--- src/rtl/det5_stream_loader.sv ---
// det5_stream_loader
// Sequential front end for the combinational 5x5 determinant unit.
// It collects 25 signed 8-bit elements in row-major order over a valid/ready
// stream and drives them onto a 200-bit matrix bus. It waits SETTLE_CYCLES
// edges for the determinant path to settle, then captures det/ovf and holds
// them under a valid/ready output handshake.
//
// Ports:
//   clk        clock, all state changes on the rising edge
//   rst        asynchronous active-low reset
//   clear      synchronous abort back to LOAD (matrix zeroed, det/ovf kept)
//   in_valid / in_ready / in_data   element input stream
//   matrix     element k (k = 5*row + col) at matrix[199-8k -: 8]
//   det_in / ovf_in                 result from the determinant unit
//   out_valid / out_ready / det / ovf   captured result stream
//   busy       high while settling or holding a result
//   count      elements accepted in the current load, 0..25
module det5_stream_loader #(
  parameter int unsigned SETTLE_CYCLES = 2  // legal range 1..15
) (
  input  logic         clk,
  input  logic         rst,
  input  logic         clear,
  input  logic         in_valid,
  output logic         in_ready,
  input  logic [7:0]   in_data,
  output logic [199:0] matrix,
  input  logic [7:0]   det_in,
  input  logic         ovf_in,
  output logic         out_valid,
  input  logic         out_ready,
  output logic [7:0]   det,
  output logic         ovf,
  output logic         busy,
  output logic [4:0]   count
);

  typedef enum logic [1:0] {
    ST_LOAD   = 2'd0,
    ST_SETTLE = 2'd1,
    ST_DONE   = 2'd2
  } state_t;

  localparam logic [4:0] LAST_IDX    = 5'd24;
  // The counter is loaded on the 25th transfer edge and the capture happens
  // on the edge where it reads zero, giving exactly SETTLE_CYCLES edges.
  localparam logic [3:0] SETTLE_INIT = 4'(SETTLE_CYCLES - 1);

  state_t     state_q, state_d;
  logic [4:0] count_q, count_d;
  logic [3:0] settle_q, settle_d;
  logic [7:0] det_q, det_d;
  logic       ovf_q, ovf_d;
  logic       xfer;

  // in_ready is decoded from state, so a transfer is simply valid in LOAD.
  assign xfer = (state_q == ST_LOAD) && in_valid;

  // ---------------------------------------------------------------------------
  // FSM: state register
  // ---------------------------------------------------------------------------
  always_ff @(posedge clk or negedge rst) begin
    if (!rst) begin
      state_q <= ST_LOAD;
    end else begin
      state_q <= state_d;
    end
  end

  // ---------------------------------------------------------------------------
  // FSM: next-state logic
  // ---------------------------------------------------------------------------
  always_comb begin
    state_d = state_q;
    if (clear) begin
      state_d = ST_LOAD;
    end else begin
      case (state_q)
        ST_LOAD:   if (in_valid && count_q == LAST_IDX) state_d = ST_SETTLE;
        ST_SETTLE: if (settle_q == 4'd0)                state_d = ST_DONE;
        ST_DONE:   if (out_ready)                       state_d = ST_LOAD;
        default:                                        state_d = ST_LOAD;
      endcase
    end
  end

  // ---------------------------------------------------------------------------
  // FSM: outputs, decoded from state only (no valid->ready paths)
  // ---------------------------------------------------------------------------
  always_comb begin
    in_ready  = 1'b0;
    out_valid = 1'b0;
    busy      = 1'b0;
    case (state_q)
      ST_LOAD:   in_ready = 1'b1;
      ST_SETTLE: busy     = 1'b1;
      ST_DONE: begin
        out_valid = 1'b1;
        busy      = 1'b1;
      end
      default: ;
    endcase
  end

  // ---------------------------------------------------------------------------
  // Counters and result capture
  // ---------------------------------------------------------------------------
  always_comb begin
    count_d  = count_q;
    settle_d = settle_q;
    det_d    = det_q;
    ovf_d    = ovf_q;
    if (clear) begin
      // det/ovf deliberately survive an abort
      count_d  = 5'd0;
      settle_d = 4'd0;
    end else begin
      case (state_q)
        ST_LOAD: begin
          if (in_valid) begin
            count_d = count_q + 5'd1;
            if (count_q == LAST_IDX) settle_d = SETTLE_INIT;
          end
        end
        ST_SETTLE: begin
          if (settle_q == 4'd0) begin
            det_d = det_in;
            ovf_d = ovf_in;
          end else begin
            settle_d = settle_q - 4'd1;
          end
        end
        ST_DONE: begin
          if (out_ready) count_d = 5'd0;
        end
        default: ;
      endcase
    end
  end

  always_ff @(posedge clk or negedge rst) begin
    if (!rst) begin
      count_q  <= 5'd0;
      settle_q <= 4'd0;
      det_q    <= 8'd0;
      ovf_q    <= 1'b0;
    end else begin
      count_q  <= count_d;
      settle_q <= settle_d;
      det_q    <= det_d;
      ovf_q    <= ovf_d;
    end
  end

  // ---------------------------------------------------------------------------
  // Matrix slots: each slot only writes when count points at it, so the bus
  // is frozen outside LOAD and a new load overwrites old contents in place.
  // ---------------------------------------------------------------------------
  for (genvar gi = 0; gi < 25; gi++) begin : g_slot
    logic [7:0] slot_q, slot_d;

    always_comb begin
      slot_d = slot_q;
      if (clear) begin
        slot_d = 8'd0;
      end else if (xfer && count_q == 5'(gi)) begin
        slot_d = in_data;
      end
    end

    always_ff @(posedge clk or negedge rst) begin
      if (!rst) begin
        slot_q <= 8'd0;
      end else begin
        slot_q <= slot_d;
      end
    end

    assign matrix[199-8*gi -: 8] = slot_q;
  end

  assign count = count_q;
  assign det   = det_q;
  assign ovf   = ovf_q;

endmodule
--- config.mk ---
export PLATFORM = sky130hd
export DESIGN_NAME = det5_stream_loader
export DESIGN_NICKNAME = d
export VERILOG_FILES = /design/src/rtl/det5_stream_loader.sv
export SDC_FILE = /design/constraint.sdc
export NUM_CORES = 1
export LEC_CHECK = 0
export CELL_PAD_IN_SITES_DETAIL_PLACEMENT = 1
export CELL_PAD_IN_SITES_GLOBAL_PLACEMENT = 1
export CORE_MARGIN = 5
export CORE_UTILIZATION = 35
export DETAILED_ROUTE_END_ITERATION = 10
export HOLD_SLACK_MARGIN = 0.02
export PLACE_DENSITY_LB_ADDON = 0.1
export SYNTH_ARGS = -nofsm -noshare
export SYNTH_HDL_FRONTEND = slang
export SYNTH_SLANG_ARGS = --single-unit
--- constraint.sdc ---
create_clock -name clk -period 1.9 [get_ports clk]
set_input_delay 0.38 -clock clk [delete_from_list [all_inputs] [get_ports clk]]
set_output_delay 0.38 -clock clk [all_outputs]
set_load 0.1 [all_outputs]
# [Word level (Yosys, flattened, before mapping)]
# Cells that the tools add are included.
[classes] addsub=2 n_mul=0 n_div=0 n_lt_le_gt_ge=0 eq_ne=32 n_shift=0 n_mux=67 bitwise_logic=1 reduce_logical=62
[op_table] operator="2-to-1 mux 8 bit" n=50
[op_table] operator="nonzero test 2 bit" n=25
[op_table] operator="equality test 5 bit (second input constant)" n=9
[op_table] operator="equality test 5 x 4 -> 1 bit (second input constant)" n=8
[op_table] operator="logical AND 1 bit" n=27
[op_table] operator="equality test 5 x 3 -> 1 bit (second input constant)" n=4
[op_table] operator="2-to-1 mux 4 bit" n=4
[op_table] operator="2-to-1 mux 5 bit" n=3
[op_table] operator="inequality test 3 bit (second input constant)" n=4
[op_table] operator="equality test 5 x 2 -> 1 bit (second input constant)" n=2
[op_table] operator="one-hot mux 5 bit (2 select lines)" n=1
[op_table] operator="AND reduction 3 bit" n=3
[op_table] operator="2-to-1 mux 2 bit" n=4
[op_table] operator="one-hot mux 4 bit (2 select lines)" n=1
[op_table] operator="inequality test 3 x 2 -> 1 bit (second input constant)" n=2
[op_table] operator="one-hot mux 2 bit (3 select lines)" n=1
[op_table] operator="nonzero test 3 bit" n=2
[op_table] operator="adder 5 x 1 -> 5 bit (second input constant)" n=1
[op_table] operator="equality test 5 x 1 -> 1 bit (second input constant)" n=1
[op_table] operator="logical NOT 5 bit" n=1
[op_table] operator="logical NOT 4 bit" n=1
[op_table] operator="AND reduction 4 bit" n=1
[op_table] operator="subtractor 4 x 1 -> 4 bit (second input constant)" n=1
[op_table] operator="2-to-1 mux 1 bit" n=3
[op_table] operator="5 further kinds" n=5
[word_totals] reg_bits=220 latchBits=0 ramBits=0 romBits=0 input_bits=22 output_inout_bits=217 elab_cells=194 n_memories=0

# [Longest topological paths before layout]
[depth] ltp_word=5 depth_mapped=7 depth_no_buf=6

# [Worst setup path after synthesis]
# Ideal clock, no wire load.
[synth_path] path_type="register to register" from="reg state_q[1]" to="reg g_slot[11].slot_q[7]" setup_ns=0.132 arrival_time_ns=2.475 required_ns=1.768 path_slack_ns=-0.707 path_stages_with_launch=8 path_buffers=1 cell_sequence="dfrtp_1 > inv_1 > ha_1 > buf_6 > nand2_1 > nor3_4 > mux2i_1 > nor2_1"
[synth_between] elab_chain_cells=4
[synth_lines] item="from (decl)" line="49" text="state_t state_q, state_d;"
[synth_lines] item="from (signal assigned)" line="66" text="state_q <= state_d;"
[synth_lines] item="logical NOT 2 bit" line="57" text="assign xfer = (state_q == ST_LOAD) && in_valid;"
[synth_lines] item="logical AND 1 bit" line="57"
[synth_lines] item="logical AND 1 bit" line="166" text="end else if (xfer && count_q == 5'(gi)) begin"
[synth_lines] item="nonzero test 2 bit (no line)"
[synth_lines] item="to (signal assigned)" line="175" text="slot_q <= slot_d;"
[synth_lines] item="to (decl)" line="160" text="logic [7:0] slot_q, slot_d;"
# Every way passes these cells.
# A chain may end at the register's enable or synchronous reset.

# [Worst setup path after layout]
[layout_path] from="reg state_q[0]" to="reg count_q[3], in the netlist count[3]"
[layout_between] elab_chain_cells=3 elab_cells_between_ends=8 cone_classes="eq/ne: 3; mux: 2; reduce/logical: 3"
[layout_lines] item="equality test 2 bit or logical NOT 2 bit (tied branches)" line="118" text="case (state_q)"
[layout_lines] item="inequality test 3 bit (no line) (tied with other cells)"
[layout_lines] item="AND reduction 3 bit (no line) or 2-to-1 mux 5 bit (tied branches)"
[layout_lines] item="to (signal assigned)" line="148" text="count_q <= count_d;"
[layout_lines] item="to (decl)" line="50" text="logic [4:0] count_q, count_d;"
# Several ways; a longest one is shown, not always the timed one.

==> impl_metrics.py <==
metrics = {
    "logic_synthesis": {
        "synth_cell_types": 39,
        "ys_ff_latch": 220,
        "syn-cell-area_um2": 9480,
        "synth_top_area_share_pct": 58.1,
        "synthesis.instances": 794,
        "synth_compound_area_share_pct": 1.31,
        "synth_top_family_by_area": "multiplexers",
        "synth-seq-area-share_pct": 58.1,
        "synth_top_area_cell": "dfrtp_1",
        "synthSimpleGateAreaFrac_pct": 14.0,
        "synthMuxAreaShare_pct": 22.3,
        "synth-xor-area-share_pct": 0,
        "yosys_warnings": 0,
        "syn_avg_cell_area_um2": 11.9,
        "synth_area_leaders": "dfrtp_1, mux2i_1, nor2_1",
        "synth_nets": 827,
        "synthAdderAreaFrac_pct": 1.45,
    },
    "timing": {
        "setup_viol": 1,
        "post-route-period-util_pct": 101,
        "tightest_slew_ns": 0.558,
        "fin_crit_ns": 1.92,
        "fmax_mhz": 521,
        "slew_viol_final": 0,
        "hold_viol": 0,
        "fin_skew_ns": 0.0123,
        "layout_setup_ws_ns": -0.0179,
        "slew_headroom_pct": 62.8,
        "rsz0062_at_grt": "true",
        "setup-tns-final_ns": -0.0179,
    },
    "global_route": {
        "grt_pass1_wl_um": 46600,
        "antenna_found_initial": 0,
        "track_usage_pct": 19.1,
        "grt_max_degree": 112,
        "grt_pass1_vias": 7594,
        "globalRouteOverflowTotal": 0,
    },
    "floorplan": {
        "die_h_um": 175,
        "io_pins": 239,
        "coreArea_um2": 26800,
        "rows": 60,
        "initial_utilization_pct": 35.4,
        "die_w_um": 175,
        "fp.dieArea_um2": 30500,
    },
    "detailed_routing": {
        "dr.pass1.iters": 5,
        "wl_per_cell_um": 20.7,
        "wl_um": 29600,
        "vias_per_cell": 4.91,
        "drc": 0,
        "vias": 7016,
        "drt_iter0_drc": 376,
        "ant_nets": 0,
    },
    "critical_path": {
        "critical_path_buf_inv_count": 3,
        "max_stage_delay_ns": 0.61,
        "startpoint": "state_q[0]",
        "path_class": "flop to flop",
        "crit_family": "simple AND/OR/NAND/NOR gates",
        "critPathCaptureType": "flop",
        "rrSetupSlack_ns": -0.02,
        "slowest_stage": "or4b_2",
        "worst_ep_required_time_ns": 2.35,
        "startpoint_type": "flop",
        "cp_cell_sequence": "inv_2, ha_4, buf_12, buf_4, mux2_4, a21oi_2, or4b_2, nand3_1",
        "cp.arrival_ns": 2.37,
        "r2r-start": "state_q[0]",
        "setup.worst_path.end": "count[3]",
        "reg2regPathDepth": 8,
        "r2r_end": "count[3]",
        "critical_path_depth": 8,
        "cp_max_fo": 5,
    },
    "run_status": {
        "status": "finished, violations left",
        "violations": "negative setup slack",
    },
    "cts": {
        "cts_tree": "done",
        "insertion_delay_ns": 0.52,
        "path_clk_slew_ns": 0.06,
        "clock-root-buffer": "clkbuf_16",
        "clk_path_buf_depth": 3,
        "cts_sinks": 220,
        "cts_buffers": 25,
        "htree_levels": 1,
    },
    "layout": {
        "area_delta_synth_final_pct": 45.4,
        "stdcell_count": 1428,
        "n_fill_cell": 2766,
        "ff_latch_area_um2": 5520,
        "final_nets": 1104,
        "antennaDiodeCount": 0,
        "multiInputGateArea_um2": 3850,
        "layout-drive-gt1-share_pct": 35.7,
    },
    "run": {
        "drv_cap": 0,
    },
    "hold_path": {
        "worstHoldPathCells": 2,
        "hold_class": "input pin to flop",
    },
    "placed_design": {
        "place_hpwl_um": 19500,
        "dp_cells": 1376,
        "gp_congestion": 0.726,
        "io_buffer_count": 238,
    },
    "pwr": {
        "p_per_area_nw_per_um2": 1000,
        "vdd_drop_max_mv": 0.590,
        "p_leak_nw": 6.31,
    },
}
[Yosys cell counts]
cell / number
buf_4: 1
nand4_1: 1
mux2_2: 10
nand2b_1: 4
nor2_1: 203
nor2_4: 12
nor3_1: 4
nand3_1: 7
or2_2: 1
and3_1: 1
mux2i_1: 200
o21a_1: 1
nand3b_1: 3
nor2_2: 11
o41ai_1: 3
nand2_1: 10
nor3b_1: 2
o21ai_0: 4
nor2b_1: 2
and2b_1: 1
dfrtp_1: 220
buf_2: 2
or4b_2: 1
clkbuf_1: 31
nand4b_4: 4
or4b_1: 1
nor3_4: 1
a21oi_1: 4
o21ai_1: 1
nand4_2: 3
clkbuf_2: 8
o31ai_1: 1
a211o_1: 1
inv_1: 7
buf_6: 3
a31oi_1: 3
ha_1: 11
a41o_1: 1
buf_1: 10
[registers in the layout, summed over array words and instances, names as in the netlist]
name and cells:
settle_q 4, ovf 1, det 8, g_slot.slot_q 200, state_q 2, count 5
[through the flow]
stage          hold slack, ns  instance area [um2]  total power [mW]  setup WS, ns  utilization, %
6_report                0.155                13800              13.8       -0.0179            51.4
2_1_floorplan          0.0844                 9600              7.67       -0.0862               -
3_3_place_gp            0.271                12800              8.91        -0.180            47.9
4_1_cts                 0.149                13700              13.9       -0.0258            51.1
3_5_place_dp            0.271                12800              8.95        -0.246            47.9
5_1_grt                 0.148                13800              14.4       -0.0365            51.4
[logic make-up after synthesis]
kind of cell / count (synthesis)
simple gates: 272
flops: 220
fa+ha+maj: 11
compound gates: 19
mux: 210
buf+inv: 62
[layout make-up]
cell class	instances	area share (%)
multi-input combinational	512	27.9
inverter	7	0.227
clock buffer	35	5.32
clock inverter	8	0.572
timing repair buffer	305	22.9
tap	341	3.09
sequential	220	40.0
[timing repair]
item	4_1_cts	5_1_grt
resized for setup	0	10
pin swaps	1	1
setup buffers	5	3
hold buffers	1	0
endpoints found under the hold margin	25	0
cloned	0	0
setup endpoints to repair	29	80
[worst min-delay path by stage]
stage | from | end | slack [ns]
6_report | clear | state_q[0] | 0.16
5_1_grt | clear | state_q[0] | 0.15
4_1_cts | clear | g_slot[13].slot_q[5] | 0.15
3_5_place_dp | rst | g_slot[11].slot_q[1] | 0.27
3_3_place_gp | rst | g_slot[11].slot_q[1] | 0.27
2_1_floorplan | rst | count[3] | 0.08
[routing by layer]
metal	share of wire, %	track usage (%)	routed length, um
met1	44	25.8	13100
met5	0	0	0
met4	1.3	2.91	384
met3	6.1	5.13	1800
met2	48	31.7	14300
[cell usage in the layout, fill, tap and decap left out, types with 3 or more instances in the layout]
cell,Yosys,routed
buf_12,0,64
nand4b_4,4,4
ha_1,11,8
o41ai_1,3,3
mux2i_1,200,198
a31oi_1,3,3
ha_4,0,3
nand3b_1,3,3
nand2b_1,4,4
a21oi_2,0,3
mux2_2,10,9
nand2_1,10,9
nor3_1,4,4
buf_4,1,219
dfrtp_1,220,215
clkbuf_1,31,3
nor2_4,12,21
dfrtp_4,0,3
nor2_1,203,203
o21ai_0,4,4
clkbuf_8,0,7
clkbuf_16,0,25
inv_1,7,3
clkdlybuf4s50_1,0,19
clkinv_2,0,3
nand3_1,7,6
[report_power, final]
part           switching [mW]  total, mW  internal [mW]
registers               0.144       5.04           4.89
clock network            1.97       4.79           2.82
logic                    2.70       3.97           1.27
(Power assumes the default switching activity.)
